**src/rtl/audio_synth_pkg.sv**
```systemverilog
// audio_synth_pkg
// Shared types and defaults for the audio synthesis blocks.
//   seq_state_t    : note sequencer FSM state encoding
//   note_t         : one note table entry {freq, dur}
//   DEF_DIV_48KHZ  : sample-tick divider terminal count for a 12.5 MHz clock
//   NOTE_FREQ_W    : stored frequency word width
//   NOTE_DUR_W     : stored duration width (sample ticks)
package audio_synth_pkg;

  localparam int DEF_DIV_48KHZ = 259;
  localparam int NOTE_FREQ_W   = 16;
  localparam int NOTE_DUR_W    = 16;

  typedef enum logic [1:0] {
    S_IDLE = 2'd0,
    S_LOAD = 2'd1,
    S_PLAY = 2'd2,
    S_GAP  = 2'd3
  } seq_state_t;

  typedef struct packed {
    logic [NOTE_FREQ_W-1:0] freq;
    logic [NOTE_DUR_W-1:0]  dur;
  } note_t;

endpackage

```
**src/rtl/audio_tick_gen.sv**
```systemverilog
// audio_tick_gen
// Free-running divider producing a one-clock strobe every DIV+1 clocks.
// The counter starts at 0 out of reset and is never restarted, so every
// consumer sharing the strobe sees the same phase.
//   clk_i   : system clock
//   rstn_i  : asynchronous active-low reset
//   tick_o  : one-cycle strobe when the counter reaches DIV
module audio_tick_gen #(
  parameter int DIV = 259,
  localparam int CNT_W = (DIV > 0) ? $clog2(DIV + 1) : 1
) (
  input  logic clk_i,
  input  logic rstn_i,
  output logic tick_o
);

  logic [CNT_W-1:0] cnt_q;

  always_ff @(posedge clk_i or negedge rstn_i) begin
    if (!rstn_i) begin
      cnt_q <= '0;
    end else if (cnt_q == CNT_W'(DIV)) begin
      cnt_q <= '0;
    end else begin
      cnt_q <= cnt_q + 1'b1;
    end
  end

  assign tick_o = (cnt_q == CNT_W'(DIV));

endmodule

```
**src/rtl/audio_note_sequencer.sv**
```systemverilog
// audio_note_sequencer
// Plays a programmable table of notes into a tone generator. Each entry is a
// frequency word and a duration in 48 kHz sample ticks; freq 0 is a rest.
// Notes may be followed by a silent gap, and the table plays once or loops.
//
// Control semantics: start_i and stop_i are single-cycle pulses sampled on
// the rising clock edge; stop_i has priority over everything, start_i is
// only honoured in IDLE. wr_en_i writes the table in any state. done_o is a
// one-cycle pulse on normal (non-looping) completion.
//
// Ports:
//   clk_i, rstn_i          : clock, asynchronous active-low reset
//   start_i, stop_i        : start / abort pulses
//   loop_i, last_i         : loop enable (sampled at end of last note), last index
//   wr_en_i, wr_addr_i,
//   wr_freq_i, wr_dur_i    : note table write port
//   freq_o, gate_o         : frequency word and gate to the generator
//   note_idx_o             : current table index
//   busy_o, done_o         : not-IDLE flag, completion pulse
//   sample_tick_o          : 48 kHz strobe
//   state_o                : FSM state, for debug and checkers
module audio_note_sequencer
  import audio_synth_pkg::*;
#(
  parameter int DIV_48KHZ = DEF_DIV_48KHZ,
  parameter int NOTES     = 16,
  parameter int FREQ_W    = NOTE_FREQ_W,
  parameter int DUR_W     = NOTE_DUR_W,
  parameter int GAP_TICKS = 2,
  localparam int IDX_W    = $clog2(NOTES)
) (
  input  logic              clk_i,
  input  logic              rstn_i,
  input  logic              start_i,
  input  logic              stop_i,
  input  logic              loop_i,
  input  logic [IDX_W-1:0]  last_i,
  input  logic              wr_en_i,
  input  logic [IDX_W-1:0]  wr_addr_i,
  input  logic [FREQ_W-1:0] wr_freq_i,
  input  logic [DUR_W-1:0]  wr_dur_i,
  output logic [FREQ_W-1:0] freq_o,
  output logic              gate_o,
  output logic [IDX_W-1:0]  note_idx_o,
  output logic              busy_o,
  output logic              done_o,
  output logic              sample_tick_o,
  output seq_state_t        state_o
);

  localparam int GAP_W = (GAP_TICKS > 0) ? $clog2(GAP_TICKS + 1) : 1;

  seq_state_t       state_q;
  logic [IDX_W-1:0] idx_q;
  logic [DUR_W-1:0] dur_cnt_q;
  logic [GAP_W-1:0] gap_cnt_q;
  logic             tick;

  // Note table: no reset, synchronous write. The read below is consumed only
  // by registers updated in LOAD, so a same-cycle write to the entry being
  // loaded delivers the old contents.
  note_t table_q [NOTES];
  note_t rd_note;

  always_ff @(posedge clk_i) begin
    if (wr_en_i) begin
      table_q[wr_addr_i] <= '{freq: NOTE_FREQ_W'(wr_freq_i),
                             dur:  NOTE_DUR_W'(wr_dur_i)};
    end
  end

  assign rd_note = table_q[idx_q];

  audio_tick_gen #(
    .DIV (DIV_48KHZ)
  ) u_tick_gen (
    .clk_i  (clk_i),
    .rstn_i (rstn_i),
    .tick_o (tick)
  );

  // Where to go once the current note (and its gap) is finished.
  seq_state_t       adv_state;
  logic [IDX_W-1:0] adv_idx;
  logic             adv_done;

  always_comb begin
    adv_state = S_LOAD;
    adv_idx   = idx_q;
    adv_done  = 1'b0;
    if (idx_q != last_i) begin
      adv_idx = idx_q + 1'b1;
    end else if (loop_i) begin
      adv_idx = '0;
    end else begin
      adv_state = S_IDLE;
      adv_done  = 1'b1;
    end
  end

  always_ff @(posedge clk_i or negedge rstn_i) begin
    if (!rstn_i) begin
      state_q   <= S_IDLE;
      idx_q     <= '0;
      dur_cnt_q <= '0;
      gap_cnt_q <= '0;
      freq_o    <= '0;
      gate_o    <= 1'b0;
      done_o    <= 1'b0;
    end else begin
      done_o <= 1'b0;
      if (stop_i) begin
        state_q <= S_IDLE;
        gate_o  <= 1'b0;
        freq_o  <= '0;
      end else begin
        case (state_q)
          S_IDLE: begin
            if (start_i) begin
              state_q <= S_LOAD;
              idx_q   <= '0;
            end
          end
          S_LOAD: begin
            freq_o    <= FREQ_W'(rd_note.freq);
            gate_o    <= (rd_note.freq != '0);
            // A zero duration still plays for one tick.
            dur_cnt_q <= (rd_note.dur == '0) ? DUR_W'(1) : DUR_W'(rd_note.dur);
            state_q   <= S_PLAY;
          end
          S_PLAY: begin
            if (tick) begin
              if (dur_cnt_q == DUR_W'(1)) begin
                // Gate drops on leaving PLAY whether we gap or reload.
                gate_o <= 1'b0;
                if (GAP_TICKS > 0) begin
                  state_q   <= S_GAP;
                  gap_cnt_q <= GAP_W'(GAP_TICKS);
                end else begin
                  state_q <= adv_state;
                  idx_q   <= adv_idx;
                  done_o  <= adv_done;
                end
              end else begin
                dur_cnt_q <= dur_cnt_q - 1'b1;
              end
            end
          end
          S_GAP: begin
            if (tick) begin
              if (gap_cnt_q == GAP_W'(1)) begin
                state_q <= adv_state;
                idx_q   <= adv_idx;
                done_o  <= adv_done;
              end else begin
                gap_cnt_q <= gap_cnt_q - 1'b1;
              end
            end
          end
          default: state_q <= S_IDLE;
        endcase
      end
    end
  end

  assign note_idx_o    = idx_q;
  assign busy_o        = (state_q != S_IDLE);
  assign sample_tick_o = tick;
  assign state_o       = state_q;

endmodule
```
**config.mk**
```make
export PLATFORM = sky130hd
export DESIGN_NAME = audio_note_sequencer
export DESIGN_NICKNAME = d
export VERILOG_FILES = /design/src/rtl/audio_synth_pkg.sv /design/src/rtl/audio_tick_gen.sv /design/src/rtl/audio_note_sequencer.sv
export SDC_FILE = /design/constraint.sdc
export NUM_CORES = 1
export LEC_CHECK = 0
export ABC_AREA = 1
export CORE_MARGIN = 2
export CORE_UTILIZATION = 45
export CTS_BUF_LIST = sky130_fd_sc_hd__clkbuf_4 sky130_fd_sc_hd__clkbuf_8
export CTS_CLUSTER_DIAMETER = 30
export CTS_CLUSTER_SIZE = 14
export DETAILED_ROUTE_END_ITERATION = 8
export PLACE_DENSITY_LB_ADDON = 0.1
export SLEW_MARGIN = 25
export SYNTH_ARGS = -nofsm -noshare
export SYNTH_HDL_FRONTEND = slang
export SYNTH_SLANG_ARGS = --single-unit
```
**constraint.sdc**
```tcl
create_clock -name clk_i -period 4.87 [get_ports clk_i]
set_input_delay 1.2175 -clock clk_i [delete_from_list [all_inputs] [get_ports clk_i]]
set_output_delay 1.2175 -clock clk_i [all_outputs]
set_load 0.02 [all_outputs]
```
==> flow_summary_export.csv <==
group,metric,value,unit
route,remaining_drc_errors,0,
cts,cts.repair.resized,0,
synthesis,yosys.cell_count.top_type,"sky130_fd_sc_hd__nand2_1",
grt,pin_count_of_the_biggest_net_entering_global_routing,105,
timing,final_min_period_over_clock_period,77.9,%
die,dieArea,53700,um^2
timing,setup-tns-final,0,ns
synthesis,yosys.area.top_type,"sky130_fd_sc_hd__edfxtp_1",
grt,top_usage_layer,"met2",
placement,number_of_buffers_inserted_by_port_buffering,71,
pwr,power.total,13.1,mW
final_layout,final_cell_count_no_fill,3002,
synthesis,synth-compound-area-share,6.52,%
final_layout,multi_input_area,5910,um^2
route,drt.antenna.violating_nets,0,
grt,met2_track_demand_over_resource_in_global_routing,35.6,%
timing,least_setup_slack_across_all_paths_after_layout,1.08,ns
placement,placedCellCount,2773,
synthesis,synth_cell_type_count,34,
die,die_width,232,um
synthesis,synthCells,2093,
synthesis,adder_and_majority_cell_fraction_of_the_synthesized_area,0.536,%
synthesis,mappedNetlistArea,23400,um^2
timing,tightestPinTransition,0.994,ns
route,routed-via-count,15700,
outcome,status,"completed",
route,viasPerCell,5.23,
timing,timing_max_transition_violations_final,0,
cts,h_tree_depth_reported_by_cts,3,
final_layout,ratio_of_cells_with_drive_above_1_in_the_final_layout,11.8,%
worst_setup_path,criticalPathCategory,"reg2out",
die,core_area,51300,um^2
timing,setup_viol,0,
final_layout,nFillCells,4459,
synthesis,multiplexer_share_of_the_synthesized_area,0.0428,%
die,start_util,45.5,%
placement,place_ws,1.19,ns
timing,post-route-min-period,3.79,ns
synthesis,combinational_family_with_the_most_area_after_synthesis,"simple AND/OR/NAND/NOR gates",
die,placement_rows,83,
route,first_iter_violations,1517,
synthesis,postSynthNetCount,2149,
timing,max-slew-margin-rel,33.7,%
timing,hold_slack,0.460,ns
synthesis,netlist.area_leader.share,65.8,%
synthesis,number_of_flip_flops_and_latches_in_the_synthesized_netlist,563,
grt,grt.met1_usage,31.8,%
worst_setup_path,worst_ep_required_time,3.65,ns
worst_setup_path,end_kind,"primary output",
grt,first_global_vias,15268,
worst_setup_path,critical_path.startpoint_type,"register",
placement,hpwlAfterDp,33700,um
synthesis,ys_warn_count,0,
cts,clkLatencyLatePin,0.71,ns
synthesis,synth-xor-area-share,0.337,%
synthesis,synthSimpleGateAreaFrac,17.3,%
synthesis,synth_sequential_area_ratio,71.3,%
grt,grt_antenna_before_repair,1,
timing,grt_setup_unrepaired,"no",
worst_setup_path,worst_setup_path_startpoint,"u_tick_gen.cnt_q[4]$_DFF_PN0_",
grt,global_route.overflow_total,0,
timing,finalHoldViolCount,0,
placement,gp_routability_congestion,0.784,
final_layout,seqCellArea,16700,um^2
cts,inserted_clock_buffers,120,
cts,clock-sinks,563,
grt,global_route.usage.met3,4.36,%
worst_setup_path,worstReg2RegStart,"note_idx_o[0]$_DFFE_PN0P_",
synthesis,netlist_top_cells_area,"sky130_fd_sc_hd__edfxtp_1, sky130_fd_sc_hd__nand2_1, sky130_fd_sc_hd__dfrtp_1",
route,wl,59700,um
timing,timing.fmax,0.264,GHz
worst_setup_path,worst_ep_arrival_time,2.58,ns
cts,clock_path_buffers,3,
pwr,vdd.ir_drop.worst,0.212,mV
cts,postCtsSetupBuffers,0,
worst_hold_path,hold_class,"reg2reg",
route,first_pass_iters,5,
final_layout,finish.net_count,2271,
job,drv.max_cap_violation_count,0,
grt,grt.total_usage,22.6,%
final_layout,area_growth_syn_to_layout,18.6,%
worst_setup_path,critPathMaxFanout,6,
pwr,cellPowerDensity,473,nW/um^2
cts,clk_pin_slew,0.05,ns
die,die-height,232,um
cts,cts_tree,"done",
grt,grt_first_pass_wirelength,91400,um
synthesis,post_synthesis_async_set_or_reset_flop_share,9.06,%
synthesis,synthTopCellsByCount,"sky130_fd_sc_hd__nand2_1, sky130_fd_sc_hd__edfxtp_1, sky130_fd_sc_hd__nor2_1, sky130_fd_sc_hd__nand3_1, sky130_fd_sc_hd__o21ai_0",
cts,clock_tree_root_buffer_cell,"sky130_fd_sc_hd__clkbuf_8",
die,ioPinCount,72,
timing,fin_skew,0.0264,ns
synthesis,synth.avg_cell_area,11.2,um^2
cts,ctsHoldBuffers,0,
synthesis,synth-edff-count,512,
pwr,leakagePower,10.3,nW
route,detail_route.wl_per_cell,19.9,um
worst_hold_path,worst_hold_startpoint,"u_tick_gen.cnt_q[0]$_DFF_PN0_",
synthesis,yosys_most_used_dff,"sky130_fd_sc_hd__edfxtp_1",
[kinds of logic (layout without fill, tap and decap cells)]
family,Yosys count,in the layout
other cells,0,1
mux,1,1
compound gates,288,288
xor+xnor,9,9
flops,563,563
simple gates,1006,1006
fa+ha+maj,10,10
buf+inv,216,444
[per-stage QoR]
stage / area [um^2] / utilization [%]
floorplan: 23400 / -
global placement: 24900 / 48.5
detailed placement: 25000 / 48.7
CTS: 27700 / 54.0
global route: 27700 / 54.0
finish: 27700 / 54.0
[worst paths after layout]
| check | endpoint | slack, ns | depth (start not counted) |
|---|---|---|---|
| max in group asynchronous | note_idx_o[0]$_DFFE_PN0P_ | 3.71 | 2 |
| worst max-delay path | sample_tick_o | 1.08 | 5 |
| worst min-delay path | u_tick_gen.cnt_q[0]$_DFF_PN0_ | 0.46 | 1 |
| worst min register to register | u_tick_gen.cnt_q[0]$_DFF_PN0_ | 0.46 | 1 |
| worst max register to register | dur_cnt_q[0]$_DFFE_PN0P_ | 1.70 | 14 |
| min in group asynchronous | dur_cnt_q[6]$_DFFE_PN0P_ | 0.63 | 2 |
[placed cells by master (no fill, tap or decap), types with 26 or more instances in the layout]
cell type	netlist	final
sky130_fd_sc_hd__o21ai_0	132	132
sky130_fd_sc_hd__nand3_1	152	152
sky130_fd_sc_hd__clkbuf_8	0	127
sky130_fd_sc_hd__dfrtp_1	51	48
sky130_fd_sc_hd__edfxtp_1	512	512
sky130_fd_sc_hd__buf_4	5	28
sky130_fd_sc_hd__nor2_1	253	237
sky130_fd_sc_hd__clkinv_2	0	26
sky130_fd_sc_hd__a21oi_1	117	117
sky130_fd_sc_hd__inv_1	102	102
sky130_fd_sc_hd__o211ai_1	29	29
sky130_fd_sc_hd__nand2_1	571	571
sky130_fd_sc_hd__clkdlybuf4s50_1	0	70
[layout make-up]
cell class | count | share of cell area, %
clock inverters | 78 | 2.93
clock buffers | 150 | 6.93
diodes | 1 | 0.00903
well taps | 680 | 3.07
flip-flops and latches | 563 | 60.1
multi-input cells | 1314 | 21.3
repair buffers | 109 | 4.14
inverters | 107 | 1.47
[where the power goes]
| group | switching [mW] | internal [mW] |
|---|---|---|
| Sequential | 0.156 | 5.49 |
| Combinational | 1.27 | 0.555 |
| Clock | 2.16 | 3.46 |
[layer usage]
layer | share of wire [%] | wire, um
met2 | 46 | 27700
met5 | 0 | 0
met1 | 45 | 26900
met3 | 6.1 | 3650
met4 | 2.5 | 1480
[worst max-delay path, stage by stage (launching register included)]
cell	delay (ns)
sky130_fd_sc_hd__dfrtp_1	0.39
sky130_fd_sc_hd__or2_1	0.25
sky130_fd_sc_hd__nor3b_1	0.18
sky130_fd_sc_hd__nand2_1	0.20
sky130_fd_sc_hd__inv_1	0.20
sky130_fd_sc_hd__clkdlybuf4s50_1	0.66
[registers in the layout, summed over array words and instances (netlist names)]
register,flops
table_q,512
dur_cnt_q,16
freq_o,16
u_tick_gen.cnt_q,9
note_idx_o,4
gap_cnt_q,2
state_o,2
done_o,1
gate_o,1
(Power assumes the default switching activity.)
